**config.mk**
```make
export PLATFORM = sky130hd
export DESIGN_NAME = kyber_pmul_unload
export DESIGN_NICKNAME = d
export VERILOG_FILES = /design/src/rtl/kyber_pkg.sv /design/src/rtl/kyber_coef_buf.sv /design/src/rtl/kyber_pmul_unload.sv
export SDC_FILE = /design/constraint.sdc
export NUM_CORES = 2
export LEC_CHECK = 0
export BUFFER_PORTS_ARGS = -buffer_cell sky130_fd_sc_hd__buf_4
export CAP_MARGIN = 15
export CORE_AREA = 2 2 493 495
export CTS_BUF_LIST = sky130_fd_sc_hd__clkbuf_16
export DETAILED_ROUTE_END_ITERATION = 7
export DIE_AREA = 0 0 495 497
export GPL_TIMING_DRIVEN = 0
export PLACE_DENSITY = 0.65
export SLEW_MARGIN = 10
export SYNTH_ARGS = -nofsm -noshare
export SYNTH_HDL_FRONTEND = slang
export SYNTH_HIERARCHICAL = 1
export SYNTH_SLANG_ARGS = --single-unit
```
**constraint.sdc**
```tcl
create_clock -name clk -period 6.45 [get_ports clk]
set_clock_uncertainty 0.05 [all_clocks]
set_input_delay 1.6125 -clock clk [delete_from_list [all_inputs] [get_ports clk]]
set_output_delay 1.6125 -clock clk [all_outputs]
set_load 0.05 [all_outputs]
```
**src/rtl/kyber_pkg.sv**
```systemverilog
// Shared constants and FSM state type for the Kyber PMUL result unload path.
package kyber_pkg;

    localparam int COEF_W    = 12;
    localparam int N         = 256;
    localparam int PE_NUMBER = 4;
    localparam int WORDS     = N / PE_NUMBER;
    localparam int WIDX_W    = $clog2(WORDS);
    localparam int WORD_W    = PE_NUMBER * COEF_W;

    typedef enum logic [1:0] {
        ST_IDLE,
        ST_WAIT,
        ST_CAPTURE,
        ST_DRAIN
    } state_e;

endpackage

```
**src/rtl/kyber_coef_buf.sv**
```systemverilog
// 256-coefficient flop store: 4-wide write in multiplier BRAM interleaved order,
// 4-wide read in natural coefficient order.
module kyber_coef_buf
    import kyber_pkg::*;
(
    input  logic              clk,
    input  logic              wr_en_i,
    input  logic [WIDX_W-1:0] wr_idx_i,
    input  logic [WORD_W-1:0] wr_data_i,
    input  logic [WIDX_W-1:0] rd_idx_i,
    output logic [WORD_W-1:0] rd_data_o
);

    logic [COEF_W-1:0] mem_q [N];

    // Word j carries c[2j], c[2j+128], c[2j+1], c[2j+129]; the MSB of the
    // address selects the upper half, the LSB the odd coefficient.
    always_ff @(posedge clk) begin
        if (wr_en_i) begin
            mem_q[{1'b0, wr_idx_i, 1'b0}] <= wr_data_i[4*COEF_W-1:3*COEF_W];
            mem_q[{1'b1, wr_idx_i, 1'b0}] <= wr_data_i[3*COEF_W-1:2*COEF_W];
            mem_q[{1'b0, wr_idx_i, 1'b1}] <= wr_data_i[2*COEF_W-1:COEF_W];
            mem_q[{1'b1, wr_idx_i, 1'b1}] <= wr_data_i[COEF_W-1:0];
        end
    end

    assign rd_data_o = {mem_q[{rd_idx_i, 2'b00}],
                        mem_q[{rd_idx_i, 2'b01}],
                        mem_q[{rd_idx_i, 2'b10}],
                        mem_q[{rd_idx_i, 2'b11}]};

endmodule

```
**src/rtl/kyber_pmul_unload.sv**
```systemverilog
// Captures the 64-word interleaved dout burst of the 4-PE Kyber multiplier and
// re-emits the 256 coefficients in natural order on a valid/ready stream.
//
// state      | meaning
// -----------+-----------------------------------------------------------
// ST_IDLE    | waiting for start
// ST_WAIT    | counting down the multiplier read latency
// ST_CAPTURE | writing one dout word per cycle, j = 0..63
// ST_DRAIN   | presenting word i until handshake; then one done cycle
module kyber_pmul_unload #(
    parameter int PE_NUMBER = 4,
    parameter int COEF_W    = 12,
    parameter int READ_LAT  = 3,
    parameter int N         = 256
) (
    input  logic                        clk,
    input  logic                        reset,
    input  logic                        start,
    input  logic [PE_NUMBER*COEF_W-1:0] din,
    output logic [PE_NUMBER*COEF_W-1:0] out_data,
    output logic                        out_valid,
    input  logic                        out_ready,
    output logic                        out_last,
    output logic                        busy,
    output logic                        done
);
    import kyber_pkg::*;

    if (PE_NUMBER != 4 || PE_NUMBER != kyber_pkg::PE_NUMBER) begin : g_bad_pe
        $error("kyber_pmul_unload supports PE_NUMBER = 4 only");
    end
    if (COEF_W != kyber_pkg::COEF_W || N != kyber_pkg::N) begin : g_bad_geom
        $error("kyber_pmul_unload geometry must match kyber_pkg");
    end
    if (READ_LAT < 2) begin : g_bad_lat
        $error("kyber_pmul_unload needs READ_LAT >= 2");
    end

    localparam int CNT_W = $clog2(READ_LAT);

    state_e              state_q, state_d;
    logic [CNT_W-1:0]    cnt_q, cnt_d;
    logic [WIDX_W-1:0]   j_q, j_d;
    logic [WIDX_W-1:0]   i_q, i_d;
    logic [WORD_W-1:0]   data_q, data_d;
    logic                valid_q, valid_d;
    logic                done_q, done_d;

    logic                wr_en;
    logic [WIDX_W-1:0]   rd_idx;
    logic [WORD_W-1:0]   rd_data;
    logic                hs;

    assign hs = valid_q & out_ready;

    kyber_coef_buf u_buf (
        .clk       (clk),
        .wr_en_i   (wr_en),
        .wr_idx_i  (j_q),
        .wr_data_i (din),
        .rd_idx_i  (rd_idx),
        .rd_data_o (rd_data)
    );

    always_ff @(posedge clk) begin
        if (reset) begin
            state_q <= ST_IDLE;
            cnt_q   <= '0;
            j_q     <= '0;
            i_q     <= '0;
            data_q  <= '0;
            valid_q <= 1'b0;
            done_q  <= 1'b0;
        end else begin
            state_q <= state_d;
            cnt_q   <= cnt_d;
            j_q     <= j_d;
            i_q     <= i_d;
            data_q  <= data_d;
            valid_q <= valid_d;
            done_q  <= done_d;
        end
    end

    always_comb begin
        state_d = state_q;
        cnt_d   = cnt_q;
        j_d     = j_q;
        i_d     = i_q;
        data_d  = data_q;
        valid_d = valid_q;
        done_d  = 1'b0;
        wr_en   = 1'b0;
        rd_idx  = i_q;

        unique case (state_q)
            ST_IDLE: begin
                if (start) begin
                    state_d = ST_WAIT;
                    cnt_d   = CNT_W'(READ_LAT - 1);
                end
            end
            ST_WAIT: begin
                cnt_d = cnt_q - 1'b1;
                if (cnt_d == '0) begin
                    state_d = ST_CAPTURE;
                    j_d     = '0;
                end
            end
            ST_CAPTURE: begin
                wr_en = 1'b1;
                j_d   = j_q + 1'b1;
                // Word 0 only needs j = 0 and 1, so it can be preloaded here.
                if (j_q == WIDX_W'(WORDS - 1)) begin
                    state_d = ST_DRAIN;
                    i_d     = '0;
                    rd_idx  = '0;
                    data_d  = rd_data;
                    valid_d = 1'b1;
                end
            end
            ST_DRAIN: begin
                if (done_q) begin
                    state_d = ST_IDLE;
                end else if (hs) begin
                    if (i_q == WIDX_W'(WORDS - 1)) begin
                        valid_d = 1'b0;
                        done_d  = 1'b1;
                    end else begin
                        i_d    = i_q + 1'b1;
                        rd_idx = i_q + 1'b1;
                        data_d = rd_data;
                    end
                end
            end
            default: state_d = ST_IDLE;
        endcase
    end

    assign out_data  = data_q;
    assign out_valid = valid_q;
    assign out_last  = valid_q && (i_q == WIDX_W'(WORDS - 1));
    assign busy      = (state_q != ST_IDLE);
    assign done      = done_q;

endmodule

```
# --- Word level (Yosys, flattened, before mapping) ---
# Memories as Yosys holds them, arrays and structs flattened.
# Index checks and enable logic that the tools add are counted.
classes:
  add_sub_neg: 3
  mux: 28
  bitwise_logic: 3
  n_eq_ne: 13
  n_reduce_logical: 13
op_table:
  columns: ["cell", "n"]
  rows:
  - ["$mux 48", 4]
  - ["$pmux 48 s2", 1]
  - ["$mux 6", 5]
  - ["$pmux 6 s2", 2]
  - ["$ne 2x2->1 const B", 8]
  - ["$add 6x1->6 const B", 2]
  - ["$eq 6x6->1 const B", 2]
  - ["$mux 2", 5]
  - ["$reduce_and 5->1", 2]
  - ["$mux 1", 8]
  - ["$pmux 2 s4", 1]
  - ["$reduce_bool 2->1", 4]
  - ["$eq 2x2->1 const B", 2]
  - ["$logic_not 2->1", 2]
  - ["$pmux 2 s2", 1]
  - ["$reduce_and 2->1", 2]
  - ["$reduce_and 4->1", 1]
  - ["$reduce_or 4->1", 1]
  - ["$eq 2x1->1 const B", 1]
  - ["$not 1->1", 2]
  - ["$pmux 1 s2", 1]
  - ["$sub 2x1->2 const B", 1]
  - ["$and 1x1->1", 1]
  - ["$logic_and 1x1->1", 1]
totals:
  wordCells: 68
  in_bits: 52
  ramBits: 3072
  regBits: 66
  output_inout_bits: 52
  memories: 1
mem_list:
  columns: ["name", "depth", "word_bits", "rd", "rd_ports_with_merged_regs", "write_ports", "line_no", "rtl"]
  rows:
  - ["u_buf.mem_q", 256, 12, 4, 0, 4, "kyber_coef_buf.sv:14", "logic [COEF_W-1:0] mem_q [N];"]

# --- Depth between registers and ports, before layout ---
# An unclocked memory read counts as a cell.
logic_depth:
  word_depth: 10
  mapped_depth: 19
  mapped_depth_nobuf: 13

# --- Cells and area by module ---
# The synthesis kept the hierarchy.
by_module_without_submodules:
  columns: ["module", "cells_each", "instances", "area_each_um2"]
  rows:
  - ["kyber_coef_buf", 5135, 1, 116701.9]
  - ["kyber_pmul_unload", 336, 1, 2990.4]

# --- Worst setup path after synthesis ---
# No wires, ideal clock.
synth_timing:
  path_kind: "input -> register"
  from: "input port out_ready"
  to: "register data_q[13], in the netlist out_data[13]"
  setup_slack_ps: 2126
  setup_time_ps: 121
  t_arrival_ps: 4152
  stages: 13
  path_cell_list: "nand3b_1 -> or4b_1 -> nand3_1 -> buf_4 -> buf_6 -> buf_6 -> buf_2 -> mux4_2 -> a22oi_1 -> nand4_1 -> and3_1 -> nand2_1 -> mux2i_1"
synth_between:
  elab_chain_len: 9
synth_rtl:
  columns: ["item", "line_no", "rtl"]
  rows:
  - ["start: declaration", "kyber_pmul_unload.sv:22", "input logic out_ready,"]
  - ["$and 1x1->1 *", "kyber_pmul_unload.sv:54", "assign hs = valid_q & out_ready;"]
  - ["$mux 6 * (2 in series)", null, null]
  - ["$pmux 6 s2 *", "kyber_pmul_unload.sv:96", "unique case (state_q)"]
  - ["net i_d[0]", "kyber_pmul_unload.sv:44", "logic [WIDX_W-1:0] i_q, i_d;"]
  - ["$mem_v2 256x12 *", null, null]
  - ["$mux 48", "kyber_pmul_unload.sv:126", "if (i_q == WIDX_W'(WORDS - 1)) begin"]
  - ["$mux 48", "kyber_pmul_unload.sv:125", "end else if (hs) begin"]
  - ["$mux 48", "kyber_pmul_unload.sv:123", "if (done_q) begin"]
  - ["$pmux 48 s2 *", "kyber_pmul_unload.sv:96", null]
  - ["net data_d[13]", "kyber_pmul_unload.sv:45", "logic [WORD_W-1:0] data_q, data_d;"]
  - ["end signal: assignment", "kyber_pmul_unload.sv:79", "data_q <= data_d;"]
  - ["end: declaration", "kyber_pmul_unload.sv:45", null]
# Mark *: on every way through the listed nets, which the timed path passes. The rest lies on a longest branch. The select of a mux whose other input is x is not followed.
# A chain may end at the register's enable or synchronous reset.

# --- Worst setup path after layout ---
layout_timing:
  from: "input port out_ready"
  to: "register data_q[8], in the netlist out_data[8]"
# Same word-level chain as after synthesis.

==> reports/results.ini <==
[yosys]
postSynthNetCount = 5530
synth_seq_area_share_pct = 78.18
syn_area_per_cell_um2 = 21.88
netlist_top_cells_count = 3072 x edfxtp_1, 680 x mux4_2, 234 x mux2i_1, 201 x nand2_1, 171 x clkbuf_1
synth-edff-count = 3072
synth_most_common_cell = edfxtp_1
ys_seq_elements = 3138
synth_cell_types = 62
synth_ff_type = edfxtp_1
synth_area_leader_cell = edfxtp_1
yosys_warnings = 6
netlist.area_leader.share_pct = 77.07
asr_flop_ratio_synth_pct = 0
synth.top_cells.by_area = edfxtp_1 77%, mux4_2 13%, mux2i_1 2.0%
netlist_area_um2 = 119700
post_synth_inst_count = 5471

[clock_tree]
cts_tree = built
worstSkewPairLatency_ps = 940
clk_tree_root_cell = clkbuf_16
post_cts_resized = 0
h-tree-depth = 5
clk_pin_slew_ps = 60
total_clock_buffers_created_by_cts = 322
clock-sinks = 3138
cts.path.max_buffers = 4

[layout]
final_cell_count_no_fill = 9528
layout_nets = 6160
layout-area-overhead-vs-synth_pct = 16.32
final_cell_area_um2 = 139200
fin_util_pct = 57.99
post_route_cells_drive_above_1_share_pct = 26.17
final.fill_count = 17140

[grt]
global_route_wire_length_before_repair_mm = 511.6
globalRoute.totalOverflow = 0
grt_pass1_vias = 62240
antenna_found_initial = 39
grtUsageTotal_pct = 30.61
grt_start_max_net_pins = 65

[routing]
viasPerCell = 6.808
ant_nets = 0
drt_iter0_markers = 10150
routed-via-count = 64860
drtPass1Iterations = 8
remaining_drc_errors = 0
post_drt_wl_per_cell_um = 39.75
route.final.wire_length_mm = 378.8

[outcome]
status = finished, violations left
violated_checks = negative setup slack

[placed_design]
place_area_um2 = 129500
detailed_place_hpwl_mm = 255.9
port_buffers = 103
gp_routability_congestion = 0.8996
dp_cells = 8957

[worst_hold_path]
hold_path_stages = 2
worstHoldStart = out_data[47]
min_delay_worst_endpoint = out_data[47]
type_of_the_most_critical_hold_path = flop to flop

[power_and_ir_drop]
clkPwrFrac_pct = 42.0
finalPower_w = 0.04122
pwr-share-seq_pct = 54.8
power.leakage_nw = 42.20
switching_share_pct = 20.73
cellInternalPower_w = 0.03268
combPwrFrac_pct = 3.2
power.ir.vdd_worst_mv = 0.2930
p_switching_w = 0.008545
power.density_cell_area_nw_per_um2 = 296.1

[sta]
max_clock_freq_mhz = 150.1
final.setup.worst_slack_ps = -212.6
setup_repair_after_global_routing_missed_its_margin = false
final-setup-viol-count = 1
layout_worst_path_cycle_share_pct = 103.3
min_period_ps = 6663
hold_viol = 0
final.setup.tns_ps = -212.6
timing.final.max_slew_violations = 0
max_slew_margin_pct = 12.82
worst-slew-pin-transition_ps = 1308

[setup_path]
r2r-start = state_q[0]
timing.critical_path.from_type = input pin
path_max_fanout = 10
cp.required_ps = 7270
worst-endpoint-arrival_ps = 7490
worst-r2r-cell-count = 14
worst_r2r_dst = out_data[8]
setup.reg_to_reg.worst_slack_ps = -160
worstSetupEndpointType = flop
timing.setup.critical_path_class = input pin to flop

[floorplan]
design.die.area_um2 = 246000
core_um2 = 240100
initial_core_util_pct = 49.86
num_rows = 180
io-pin-count = 104
die_wd_um = 495
die_y_um = 497

[job]
max-cap-violations = 0

## routing by layer
layer | wire, um | global-route usage, %
met1 | 134000 | 41.70
met2 | 167600 | 44.70
met3 | 50170 | 8.200
met4 | 26950 | 17.87
met5 | 57 | 0
## registers in the layout (all words and copies together) (netlist names)
name         count
u_buf/mem_q   3072
i_q              6
state_q          2
cnt_q            2
j_q              6
out_data        48
done             1
out_valid        1
## layout by cell type, fill, tap and decap left out, types with 7 or more instances in the layout
| cell type | Yosys | routed |
|---|---|---|
| buf_12 | 0 | 109 |
| nor2_4 | 0 | 64 |
| diode_2 | 0 | 18 |
| ha_1 | 7 | 7 |
| buf_2 | 78 | 79 |
| o22ai_1 | 87 | 87 |
| a31oi_1 | 25 | 25 |
| o221ai_1 | 103 | 103 |
| a21oi_1 | 31 | 31 |
| clkinv_1 | 0 | 86 |
| o211a_1 | 23 | 23 |
| a221o_1 | 28 | 28 |
| dfxtp_1 | 66 | 66 |
| nand3_1 | 97 | 97 |
| nand4_1 | 82 | 82 |
| and3_1 | 19 | 19 |
| mux2_2 | 56 | 56 |
| buf_8 | 3 | 9 |
| clkinv_2 | 0 | 41 |
| buf_6 | 14 | 18 |
| clkbuf_16 | 0 | 329 |
| mux4_2 | 680 | 680 |
| buf_1 | 22 | 20 |
| nor2b_1 | 29 | 29 |
| mux2i_1 | 234 | 234 |
| nand2b_1 | 12 | 12 |
| inv_1 | 5 | 70 |
| nor2_1 | 106 | 41 |
| buf_4 | 37 | 141 |
| clkbuf_2 | 0 | 7 |
| nor3_1 | 27 | 27 |
| a211oi_1 | 20 | 20 |
| edfxtp_1 | 3072 | 3072 |
| nand2_1 | 201 | 201 |
| a22oi_1 | 82 | 82 |
| buf_16 | 0 | 84 |
| bufinv_16 | 0 | 17 |
| clkbuf_1 | 171 | 164 |
## power groups by stage
| stage | clock (W) | sequential, W | combinational (W) |
|---|---|---|---|
| floorplan | 0 | 0.0231 | 0.000411 |
| global placement | 0 | 0.0230 | 0.00116 |
| detailed placement | 0 | 0.0230 | 0.00130 |
| CTS | 0.0175 | 0.0226 | 0.00130 |
| global route | 0.0182 | 0.0226 | 0.00137 |
| finish | 0.0173 | 0.0226 | 0.00132 |
## repair_timing
action                     in CTS  in global routing
buffers inserted                0                  0
setup endpoints to repair       1                  0
hold buffers                    0                  0
## layout make-up
type,count,area [um2],share of cell area [%]
multi-input combinational,2003,24990,17.95
clock buffer,329,8233,5.913
tap,3185,3985,2.862
antenna,18,45.04,0.03235
buffer,324,1602,1.150
inverter,5,18.77,0.01348
clock inverter,219,1369,0.9832
timing repair buffer,307,5410,3.886
sequential,3138,93570,67.21
## metrics by stage
step | setup slack (ps) | hold slack [ps]
5_1_grt | 92.36 | 432.6
2_1_floorplan | 2126 | 390.2
3_5_place_dp | -705.1 | 402.2
6_report | -212.6 | 407.4
3_3_place_gp | -1281 | 396.9
4_1_cts | 299.3 | 410.3
## how the worst max path moves through the flow
stage / slack, ps / depth (start not counted) / end / start
after CTS: 300 / 13 / out_data[8] / out_ready
after floorplan: 2130 / 13 / out_data[13] / out_ready
after global placement: -1280 / 4 / u_buf/mem_q[2][23] / j_q[1]
final: -210 / 13 / out_data[8] / out_ready
after global routing: 90 / 17 / out_data[2] / state_q[0]
after detailed placement: -710 / 16 / out_data[8] / out_ready
## worst max-delay path, cell delays in order
cell and delay, ps:
buf_4 90, nand3b_1 120, nor3_1 420, xor2_1 200, a22o_1 880, clkbuf_1 780, nand2b_1 200, clkbuf_1 900
o221ai_1 610, o22ai_1 940, and3_1 490, nand2_1 90, mux2i_1 130
## kinds of logic (layout without fill, tap and decap cells)
logic type                 count (synthesis)  in the layout  share of synthesized area (%)
xor gates and xnor gates                   4              4                        0.02928
and+or+nand+nor                          601            601                          2.399
DFF                                     3138           3138                          78.18
AOI/OAI and AO/OA                        421            421                          2.696
muxes                                    970            970                          15.28
adders and majority gates                  7              7                        0.07317
buffers and inverters                    330           1184                          1.348
other                                      0             18                              0
(Power assumes the default switching activity.)
